**config.mk**
```make
export PLATFORM = sky130hd
export DESIGN_NAME = sd_arbiter
export DESIGN_NICKNAME = d
export VERILOG_FILES = /design/src/rtl/sd_arb_pkg.sv /design/src/rtl/sd_arbiter_rr_pick.sv /design/src/rtl/sd_arbiter.sv
export SDC_FILE = /design/constraint.sdc
export NUM_CORES = 1
export LEC_CHECK = 0
export CAP_MARGIN = 20
export CORE_UTILIZATION = 41
export CTS_BUF_LIST = sky130_fd_sc_hd__clkbuf_16
export CTS_CLUSTER_DIAMETER = 100
export CTS_CLUSTER_SIZE = 24
export DETAILED_ROUTE_END_ITERATION = 10
export PLACE_DENSITY = 0.86
export SLEW_MARGIN = 20
export SYNTH_ARGS = -nofsm -noshare
export SYNTH_HDL_FRONTEND = slang
export SYNTH_HIERARCHICAL = 1
export SYNTH_SLANG_ARGS = --single-unit
```
**constraint.sdc**
```tcl
create_clock -name clock -period 6.47 [get_ports clock]
set_input_delay 0.9705 -clock clock [delete_from_list [all_inputs] [get_ports clock]]
set_output_delay 0.9705 -clock clock [all_outputs]
set_load 0.05 [all_outputs]
```
**src/rtl/sd_arb_pkg.sv**
```systemverilog
// sd_arb_pkg -- shared definitions for the SD sector-channel arbiter.
//   arb_state_e : arbiter FSM encoding (IDLE / ISSUE / XFER)
//   LBA_W_DEF   : default sector address width
//   DATA_W      : user_io buffer data width
//   TIMEOUT_DEF : default ISSUE-state ack watchdog in clocks
package sd_arb_pkg;

    typedef enum logic [1:0] {
        ST_IDLE  = 2'd0,
        ST_ISSUE = 2'd1,
        ST_XFER  = 2'd2
    } arb_state_e;

    localparam int LBA_W_DEF   = 32;
    localparam int DATA_W      = 8;
    localparam int TIMEOUT_DEF = 1 << 20;

endpackage

```
**src/rtl/sd_arbiter_rr_pick.sv**
```systemverilog
// rr_pick -- combinational N-bit round-robin priority encoder.
//   req_i [N]  : request vector
//   ptr_i [PW] : index of the last served channel; search starts at ptr_i+1
//   gnt_o [N]  : one-hot winner (0 when nothing requests)
//   idx_o [PW] : binary index of the winner
//   vld_o      : any request present
module rr_pick #(
    parameter int N  = 3,
    parameter int PW = (N > 1) ? $clog2(N) : 1
) (
    input  logic [N-1:0]  req_i,
    input  logic [PW-1:0] ptr_i,
    output logic [N-1:0]  gnt_o,
    output logic [PW-1:0] idx_o,
    output logic          vld_o
);

    always_comb begin
        int          j;
        logic [PW-1:0] jj;
        gnt_o = '0;
        idx_o = '0;
        vld_o = 1'b0;
        j     = 0;
        jj    = '0;
        // Walk ptr+1 .. ptr+N (mod N); first hit wins, so the last
        // served channel has the lowest priority.
        for (int k = 1; k <= N; k++) begin
            j  = (int'(ptr_i) + k) % N;
            jj = PW'(j);
            if (!vld_o && req_i[jj]) begin
                vld_o     = 1'b1;
                gnt_o[jj] = 1'b1;
                idx_o     = jj;
            end
        end
    end

endmodule

```
**src/rtl/sd_arbiter.sv**
```systemverilog
// sd_arbiter -- shares the single user_io SD-sector channel between N
// block requesters, one sector transfer at a time, round-robin.
//   clock, reset(async, active-low)
//   reqRd/reqWr [N]     : per-channel level requests, held until chanAck
//   reqLba [N*LBA_W]    : per-channel LBA, channel i at [i*LBA_W +: LBA_W]
//   reqBuffD [N*8]      : per-channel buffer read data
//   chanAck/chanBuffW   : host ack / buffer-write strobe routed to owner only
//   hostRd/hostWr [N]   : to user_io sd_rd/sd_wr, at most one bit set
//   hostLba, hostBuffD  : to user_io sd_lba / sd_din
//   hostAck, hostBuffW  : from user_io sd_ack / sd_dout_strobe
//   grant [N]           : one-hot owner, 0 when idle
//   busy                : FSM not idle
//   timeout             : one-clock pulse on watchdog abort
// Optional feature: define SD_ARB_TIMEOUT_EN to enable the ISSUE-state
// ack watchdog; without it ISSUE waits forever and timeout is tied 0.
module sd_arbiter
    import sd_arb_pkg::*;
#(
    parameter int N       = 3,
    parameter int LBA_W   = LBA_W_DEF,
    parameter int TIMEOUT = TIMEOUT_DEF
) (
    input  logic                clock,
    input  logic                reset,
    input  logic [N-1:0]        reqRd,
    input  logic [N-1:0]        reqWr,
    input  logic [N*LBA_W-1:0]  reqLba,
    input  logic [N*DATA_W-1:0] reqBuffD,
    output logic [N-1:0]        chanAck,
    output logic [N-1:0]        chanBuffW,
    output logic [N-1:0]        hostRd,
    output logic [N-1:0]        hostWr,
    output logic [LBA_W-1:0]    hostLba,
    output logic [DATA_W-1:0]   hostBuffD,
    input  logic                hostAck,
    input  logic                hostBuffW,
    output logic [N-1:0]        grant,
    output logic                busy,
    output logic                timeout
);

    localparam int PW = (N > 1) ? $clog2(N) : 1;

    arb_state_e         state_q;
    logic [N-1:0]       grant_q;
    logic [PW-1:0]      ch_q;
    logic [PW-1:0]      ptr_q;
    logic [N-1:0]       host_rd_q;
    logic [N-1:0]       host_wr_q;
    logic [LBA_W-1:0]   lba_q;
    logic               timeout_q;

    logic [LBA_W-1:0]   lba_a  [N];
    logic [DATA_W-1:0]  buff_a [N];

    logic [N-1:0]       pick_gnt;
    logic [PW-1:0]      pick_idx;
    logic               pick_vld;

    for (genvar i = 0; i < N; i++) begin : g_unpack
        assign lba_a[i]  = reqLba[i*LBA_W +: LBA_W];
        assign buff_a[i] = reqBuffD[i*DATA_W +: DATA_W];
    end

    rr_pick #(.N(N), .PW(PW)) u_pick (
        .req_i (reqRd | reqWr),
        .ptr_i (ptr_q),
        .gnt_o (pick_gnt),
        .idx_o (pick_idx),
        .vld_o (pick_vld)
    );

`ifdef SD_ARB_TIMEOUT_EN
    localparam int CW = $clog2(TIMEOUT) + 1;
    logic [CW-1:0] cnt_q;
`endif

    always_ff @(posedge clock or negedge reset) begin
        if (!reset) begin
            state_q   <= ST_IDLE;
            grant_q   <= '0;
            ch_q      <= '0;
            ptr_q     <= PW'(N - 1);   // channel 0 is served first
            host_rd_q <= '0;
            host_wr_q <= '0;
            lba_q     <= '0;
            timeout_q <= 1'b0;
`ifdef SD_ARB_TIMEOUT_EN
            cnt_q     <= '0;
`endif
        end else begin
            timeout_q <= 1'b0;
            case (state_q)
                ST_IDLE: begin
                    if (pick_vld) begin
                        grant_q <= pick_gnt;
                        ch_q    <= pick_idx;
                        lba_q   <= lba_a[pick_idx];
                        // read wins when one channel asserts both
                        if (reqRd[pick_idx]) host_rd_q <= pick_gnt;
                        else                 host_wr_q <= pick_gnt;
                        state_q <= ST_ISSUE;
`ifdef SD_ARB_TIMEOUT_EN
                        cnt_q   <= '0;
`endif
                    end
                end
                ST_ISSUE: begin
`ifdef SD_ARB_TIMEOUT_EN
                    cnt_q <= cnt_q + CW'(1);
`endif
                    if (hostAck) begin
                        host_rd_q <= '0;
                        host_wr_q <= '0;
                        state_q   <= ST_XFER;
                    end else if (!(reqRd[ch_q] | reqWr[ch_q])) begin
                        // requester gave up: abort without advancing the pointer
                        host_rd_q <= '0;
                        host_wr_q <= '0;
                        grant_q   <= '0;
                        state_q   <= ST_IDLE;
                    end
`ifdef SD_ARB_TIMEOUT_EN
                    else if (cnt_q == CW'(TIMEOUT - 1)) begin
                        // TIMEOUT-th edge after ISSUE entry with no ack
                        host_rd_q <= '0;
                        host_wr_q <= '0;
                        grant_q   <= '0;
                        ptr_q     <= ch_q;
                        timeout_q <= 1'b1;
                        state_q   <= ST_IDLE;
                    end
`endif
                end
                ST_XFER: begin
                    if (!hostAck) begin
                        grant_q <= '0;
                        ptr_q   <= ch_q;
                        state_q <= ST_IDLE;
                    end
                end
                default: state_q <= ST_IDLE;
            endcase
        end
    end

    // Buffer-side routing is combinational so byte strobes line up with
    // user_io's own timing; grant_q gates everything while idle.
    always_comb begin
        hostBuffD = '0;
        if (|grant_q) hostBuffD = buff_a[ch_q];
    end

    assign chanAck   = {N{hostAck}}   & grant_q;
    assign chanBuffW = {N{hostBuffW}} & grant_q;
    assign hostRd    = host_rd_q;
    assign hostWr    = host_wr_q;
    assign hostLba   = lba_q;
    assign grant     = grant_q;
    assign busy      = (state_q != ST_IDLE);
    assign timeout   = timeout_q;

endmodule

```
# After elaboration in Yosys (flattened, before gate mapping)
# Cells that the tools add are included.
# word_totals
register_bits	47
input_bits	130
output_inout_bits	57
elab_cells	110
# classes
addsub	3
n_div	3
n_lt_le_gt_ge	10
eq_ne	9
muxes	51
n_bitwise	9
reduce_logical	18
# ops
op	n
modulo 32 x 3 -> 32 bit (second input constant)	3
binary-select mux 32 bit (select 2 bit)	1
2-to-1 mux 32 bit	2
2-to-1 mux 3 bit	12
2-to-1 mux 8 bit	3
binary-select mux 8 bit (select 2 bit)	1
less-than comparator 2 x 3 -> 1 bit (second input constant)	5
2-to-1 mux 2 bit	7
binary-select mux 1 bit (select 2 bit)	6
2-to-1 mux 1 bit	12
!= test 2 bit (second input constant)	6
one-hot mux 3 bit (2 select lines)	2
bitwise OR 3 bit	3
one-hot mux 3 bit (3 select lines)	1
AND reduction 4 bit	2
adder 2 x 2 -> 3 bit (second input constant)	2
bitwise AND 3 bit	2
demux 1 bit (select 2 bit)	3
greater-or-equal comparator 2 x 1 -> 1 bit (second input constant)	3
greater-or-equal comparator 3 bit (second input constant)	2
inverter 2 -> 3 bit	2
one-hot mux 2 bit (3 select lines)	1
logical AND 1 bit	5
AND reduction 5 bit	1
13 further kinds	16

# Logic depth before layout (Yosys ltp)
# logic_depth
ltp_word	16
mapped_depth	14
ltp_nobuf	11

# Cells and area by module
# The synthesis kept the hierarchy.
# by_module_without_submodules
module	instances	cells_per_inst	area_per_inst_um2	seq_area_each_um2
sd_arbiter	1	327	2870.3	1177.4
rr_pick	1	41	297.8	0.0

# Worst setup path after synthesis
# OpenSTA, ideal clock, no wires.
# synth_path
path_type	input-to-reg
startpoint	input port reqRd[1]
endpoint	register host_rd_q[0], in the netlist hostRd[0]
setup_ns	0.125
arrival_ns	3.272
t_required_ns	6.345
slack_ns	3.074
path_stages	10
path_buffers	1
cell_sequence	or2_2 > mux2i_1 > o21ai_2 > o31ai_1 > buf_6 > mux2_4 > a221o_1 > a21boi_0 > o211ai_2 > mux2_2
# synth_between
elab_chain_cells	14
word_cells_on_any_way	34
cone_classes	eq/ne (3); mux (22); bitwise (4); reduce/logical (5)
# synth_rtl
item	line	source
start, declared	sd_arbiter.sv:25	input logic [N-1:0] reqRd,
bitwise OR 3 bit (*)	sd_arbiter.sv:66	.req_i (reqRd | reqWr),
binary-select mux 1 bit (select 2 bit)	sd_arbiter_rr_pick.sv:31	if (!vld_o && req_i[jj]) begin
2-to-1 mux 1 bit (not written as such)	sd_arbiter_rr_pick.sv:31	
2-to-1 mux 1 bit	sd_arbiter_rr_pick.sv:31	
zero test 1 bit	sd_arbiter_rr_pick.sv:31	
logical AND 1 bit	sd_arbiter_rr_pick.sv:31	
2-to-1 mux 1 bit	sd_arbiter_rr_pick.sv:31	
zero test 1 bit	sd_arbiter_rr_pick.sv:31	
logical AND 1 bit	sd_arbiter_rr_pick.sv:31	
2-to-1 mux 2 bit (*)	sd_arbiter_rr_pick.sv:31	
net pick_idx[1]	sd_arbiter.sv:57	logic [PW-1:0] pick_idx;
binary-select mux 1 bit (select 2 bit) (*)	sd_arbiter.sv:100	if (reqRd[pick_idx]) host_rd_q <= pick_gnt;
2-to-1 mux 1 bit (not written as such) (*)	sd_arbiter.sv:100	
!= test 2 bit (no source line) (*)	n/a	
AND reduction 4 bit (no source line) (*)	n/a	
end signal, assigned	sd_arbiter.sv:100	
end, declared	sd_arbiter.sv:48	logic [N-1:0] host_rd_q;
# Mark *: on every way through the listed nets, which the timed path passes. The rest lies on a longest branch. The select of a mux whose other input is x is not followed.
# A chain may end at the register's enable or synchronous reset.

# Worst setup path in the final report
# layout_path
startpoint	input port reqRd[1]
endpoint	register host_rd_q[1], in the netlist hostRd[1]
# The elaborated chain is that of the path after synthesis.

==> key figures <==
Routing
  – Via count: 3330
  – Vias per inst: 5.22
  – Routed len/inst: 14.4 microns
  – Residual DRC: 0
  – WL met1: 3600 microns
  – 1st-iter DRT viols: 109
  – ANT nets after route: 0
  – Met3 WL: 805 microns
  – Drt pass-1 iters: 6
  – Top routing layer used: met4
  – Final wirelength: 9200 microns
  – Met2 Wirelength: 4680 microns

Power and ir drop
  – Internal power: 0.00141 W
  – Peak VDD IR: 0.000316 V
  – Switching Fraction: 52.3%
  – Sequential power share: 18.5%
  – Clock Power Share: 8.3%
  – Switching pwr: 0.00155 W
  – Pwr per Cell Area: 570 nW/um^2
  – Combinational share of power: 73.2%
  – Lkg Pwr: 2.14 nW

Worst setup path
  – Worst EP required: 6.63 ns
  – Arrival @ worst endpoint: 4.39 ns
  – Worst Setup Path Type: in -> reg
  – Worst Setup Start Kind: primary input
  – Crit end category: flop
  – Critical path peak fanout: 35

Yosys
  – Total nets after synthesis: 507
  – Mean Syn Cell Area: 8.61 sq um
  – Top cell type by total area after synthesis: dfrtp_1
  – Leading cell type by number of instances after synthesis: nor2_1
  – Yosys cell types: 44
  – Top post-synthesis cells by area: dfrtp_1 36%, mux2i_1 14%, a21oi_1 12%
  – Warnings from Yosys: 6
  – Post-synth top area share: 36.3%
  – Sequential area share after synthesis: 37.2%
  – Post-synth EDFFs: 0
  – Flops & latches, synth: 47
  – Async set-reset flop share out of synthesis: 100%
  – Commonest cells in the synthesized netlist: 84 x nor2_1, 74 x a21oi_1, 46 x dfrtp_1, 44 x mux2i_1, 14 x clkbuf_1
  – Post-Syn Area: 3170 sq um
  – Ys flop type: dfrtp_1
  – Cells after Synth: 368

STA
  – Endpoints failing setup: 0
  – Final Hold Viols: 0
  – Final Critical Period: 4.23 ns
  – RSZ-0062 raised after global routing: no
  – Peak Freq: 237 MHz
  – Final setup skew: 0.00744 ns
  – Final cycle utilization of the critical path: 65.3%
  – Setup tns final: 0 ns
  – Max-slew headroom: 39.1%
  – Worst-margin pin slew: 0.906 ns
  – Slew Limit Fails: 0

Floorplan
  – Initial core utilization: 43.0%
  – Area of the die: 8080 sq um
  – Core box area: 7370 sq um
  – Ports: 187
  – Die Y: 89.9 microns
  – FP Rows: 31
  – Die width: 89.9 microns

Place
  – Final RePlAce weighted congestion: 0.855
  – Post-DP HPWL: 7010 microns
  – I/O Buffers: 185
  – Placed Instances: 630

Final layout
  – Layout Cells excl Fill: 638
  – Share of post-route cells with drive strength above 1: 7.24%
  – Final Util: 70.5%
  – Fill cell total of the finished layout: 586
  – Area Overhead vs Synth: 64.0%
  – Ant. Diodes: 0
  – Layout Nets: 677

Flow run
  – Max_cap viols: 0

Clock network
  – Cts hold-fix bufs: 0
  – Worst skew pair latency: 0.28 ns
  – TritonCTS clock tree: built
  – Clk slew on worst S/H paths: 0.06 ns
  – CTS Buffer Depth: 2
  – Setup bufs post-CTS: 0
  – Root Driver: clkbuf_16
  – Clock Sinks: 47
  – # H-tree levels: 2
  – Resized cells post-CTS: 0
  – TritonCTS buffer count: 5

Worst hold path
  – Hold WC Path Type: reg -> reg

Global route
  – First-pass GRT wire length: 15400 microns
  – Initial antenna violation count: 0
  – Largest net degree at the start of global routing: 67
  – Global route overflow: 0
  – Vias in the first global route: 3316
  – Gr usage total: 23.0%

Status
  – Status: completed
## worst paths after layout
path	startpoint	end	slack (ns)	cells after the start
min in group asynchronous	reset	grant[1]	0.77	2
setup reg to reg	ptr_q[0]	hostRd[1]	2.72	11
hold / removal	hostRd[2]	hostRd[2]	0.51	1
setup / recovery	reqRd[1]	hostRd[1]	2.24	11
max in group asynchronous	reset	ch_q[0]	5.28	2
hold reg to reg	hostRd[2]	hostRd[2]	0.51	1
## cell usage in the layout, fill, tap and decap left out, types with 2 or more instances in the layout
cell type,Yosys,routed
o21ai_2,2,2
clkdlybuf4s50_1,0,184
o22ai_2,1,2
nand3b_1,3,3
a32o_1,3,3
nand2_1,7,7
a21oi_1,74,74
and2_1,7,6
o21ai_1,2,2
dfrtp_1,46,46
ha_1,9,9
o21ai_0,2,2
nor2b_1,7,7
inv_1,11,11
clkbuf_16,0,5
mux2i_1,44,44
or2_2,3,3
mux2_2,11,11
nor2_1,84,84
clkinv_2,0,3
buf_4,2,3
o211ai_2,2,2
nand2b_1,4,4
## per-layer routing
metal / vias up / global-route usage, %
met1: 1550 / 26.2
met4: 0 / 5.65
met3: 13 / 6.09
met5: - / 0
met2: 164 / 42.5
li1: 1603 / -
## through the flow
step                      hold slack, ns  setup WS (ns)  power (W)  cell area [sq um]
after global routing               0.525           2.00    0.00316               5190
final                              0.506           2.24    0.00296               5190
after detailed placement           0.493           1.95    0.00273               5050
after global placement             0.496           2.01    0.00268               5050
after CTS                          0.507           2.22    0.00298               5190
after floorplan                    0.506           3.07    0.00215               3170
## area by class of cell
cell class,instances,area (sq um),share of cell area [%]
multi-input combinational,285,1840,35.5
clock inverter,3,15.0,0.289
timing repair buffer,188,1870,36.0
tap,99,124,2.38
sequential,47,1180,22.7
clock buffer,5,125,2.41
inverter,11,41.3,0.795
## worst max-delay path: stages
cell and delay [ns]:
clkdlybuf4s50_1 0.44, or2_2 0.39, mux2i_1 0.20, o21ai_2 0.16, o22ai_2 0.14, buf_4 0.35
nor2b_4 0.73, a221o_1 0.31, a21boi_0 0.23, o211ai_2 0.16, mux2_2 0.29
## cells by family (layout without fill, tap and decap cells)
logic type,Yosys count,in the layout,synth area share [%]
buf+inv,36,207,5.37
simple gates,119,119,16.7
fa+ha+maj,9,9,3.55
other cells,1,1,0.118
flops,47,47,37.2
compound gates,100,100,18.8
mux,56,56,18.3
## registers in the layout (all words and copies together), names as in the netlist
name     count
ch_q         2
grant        3
hostLba     32
hostRd       3
hostWr       3
ptr_q        2
state_q      2
## power groups by stage
| stage | logic (W) | registers, W | clock network, W |
|---|---|---|---|
| finish | 0.00217 | 0.000549 | 0.000245 |
| CTS | 0.00218 | 0.000551 | 0.000252 |
| detailed placement | 0.00218 | 0.000552 | 0 |
| floorplan | 0.00121 | 0.000938 | 0 |
| global route | 0.00233 | 0.000570 | 0.000267 |
| global placement | 0.00213 | 0.000548 | 0 |
No activity file was read; power rests on OpenSTA's default activity.
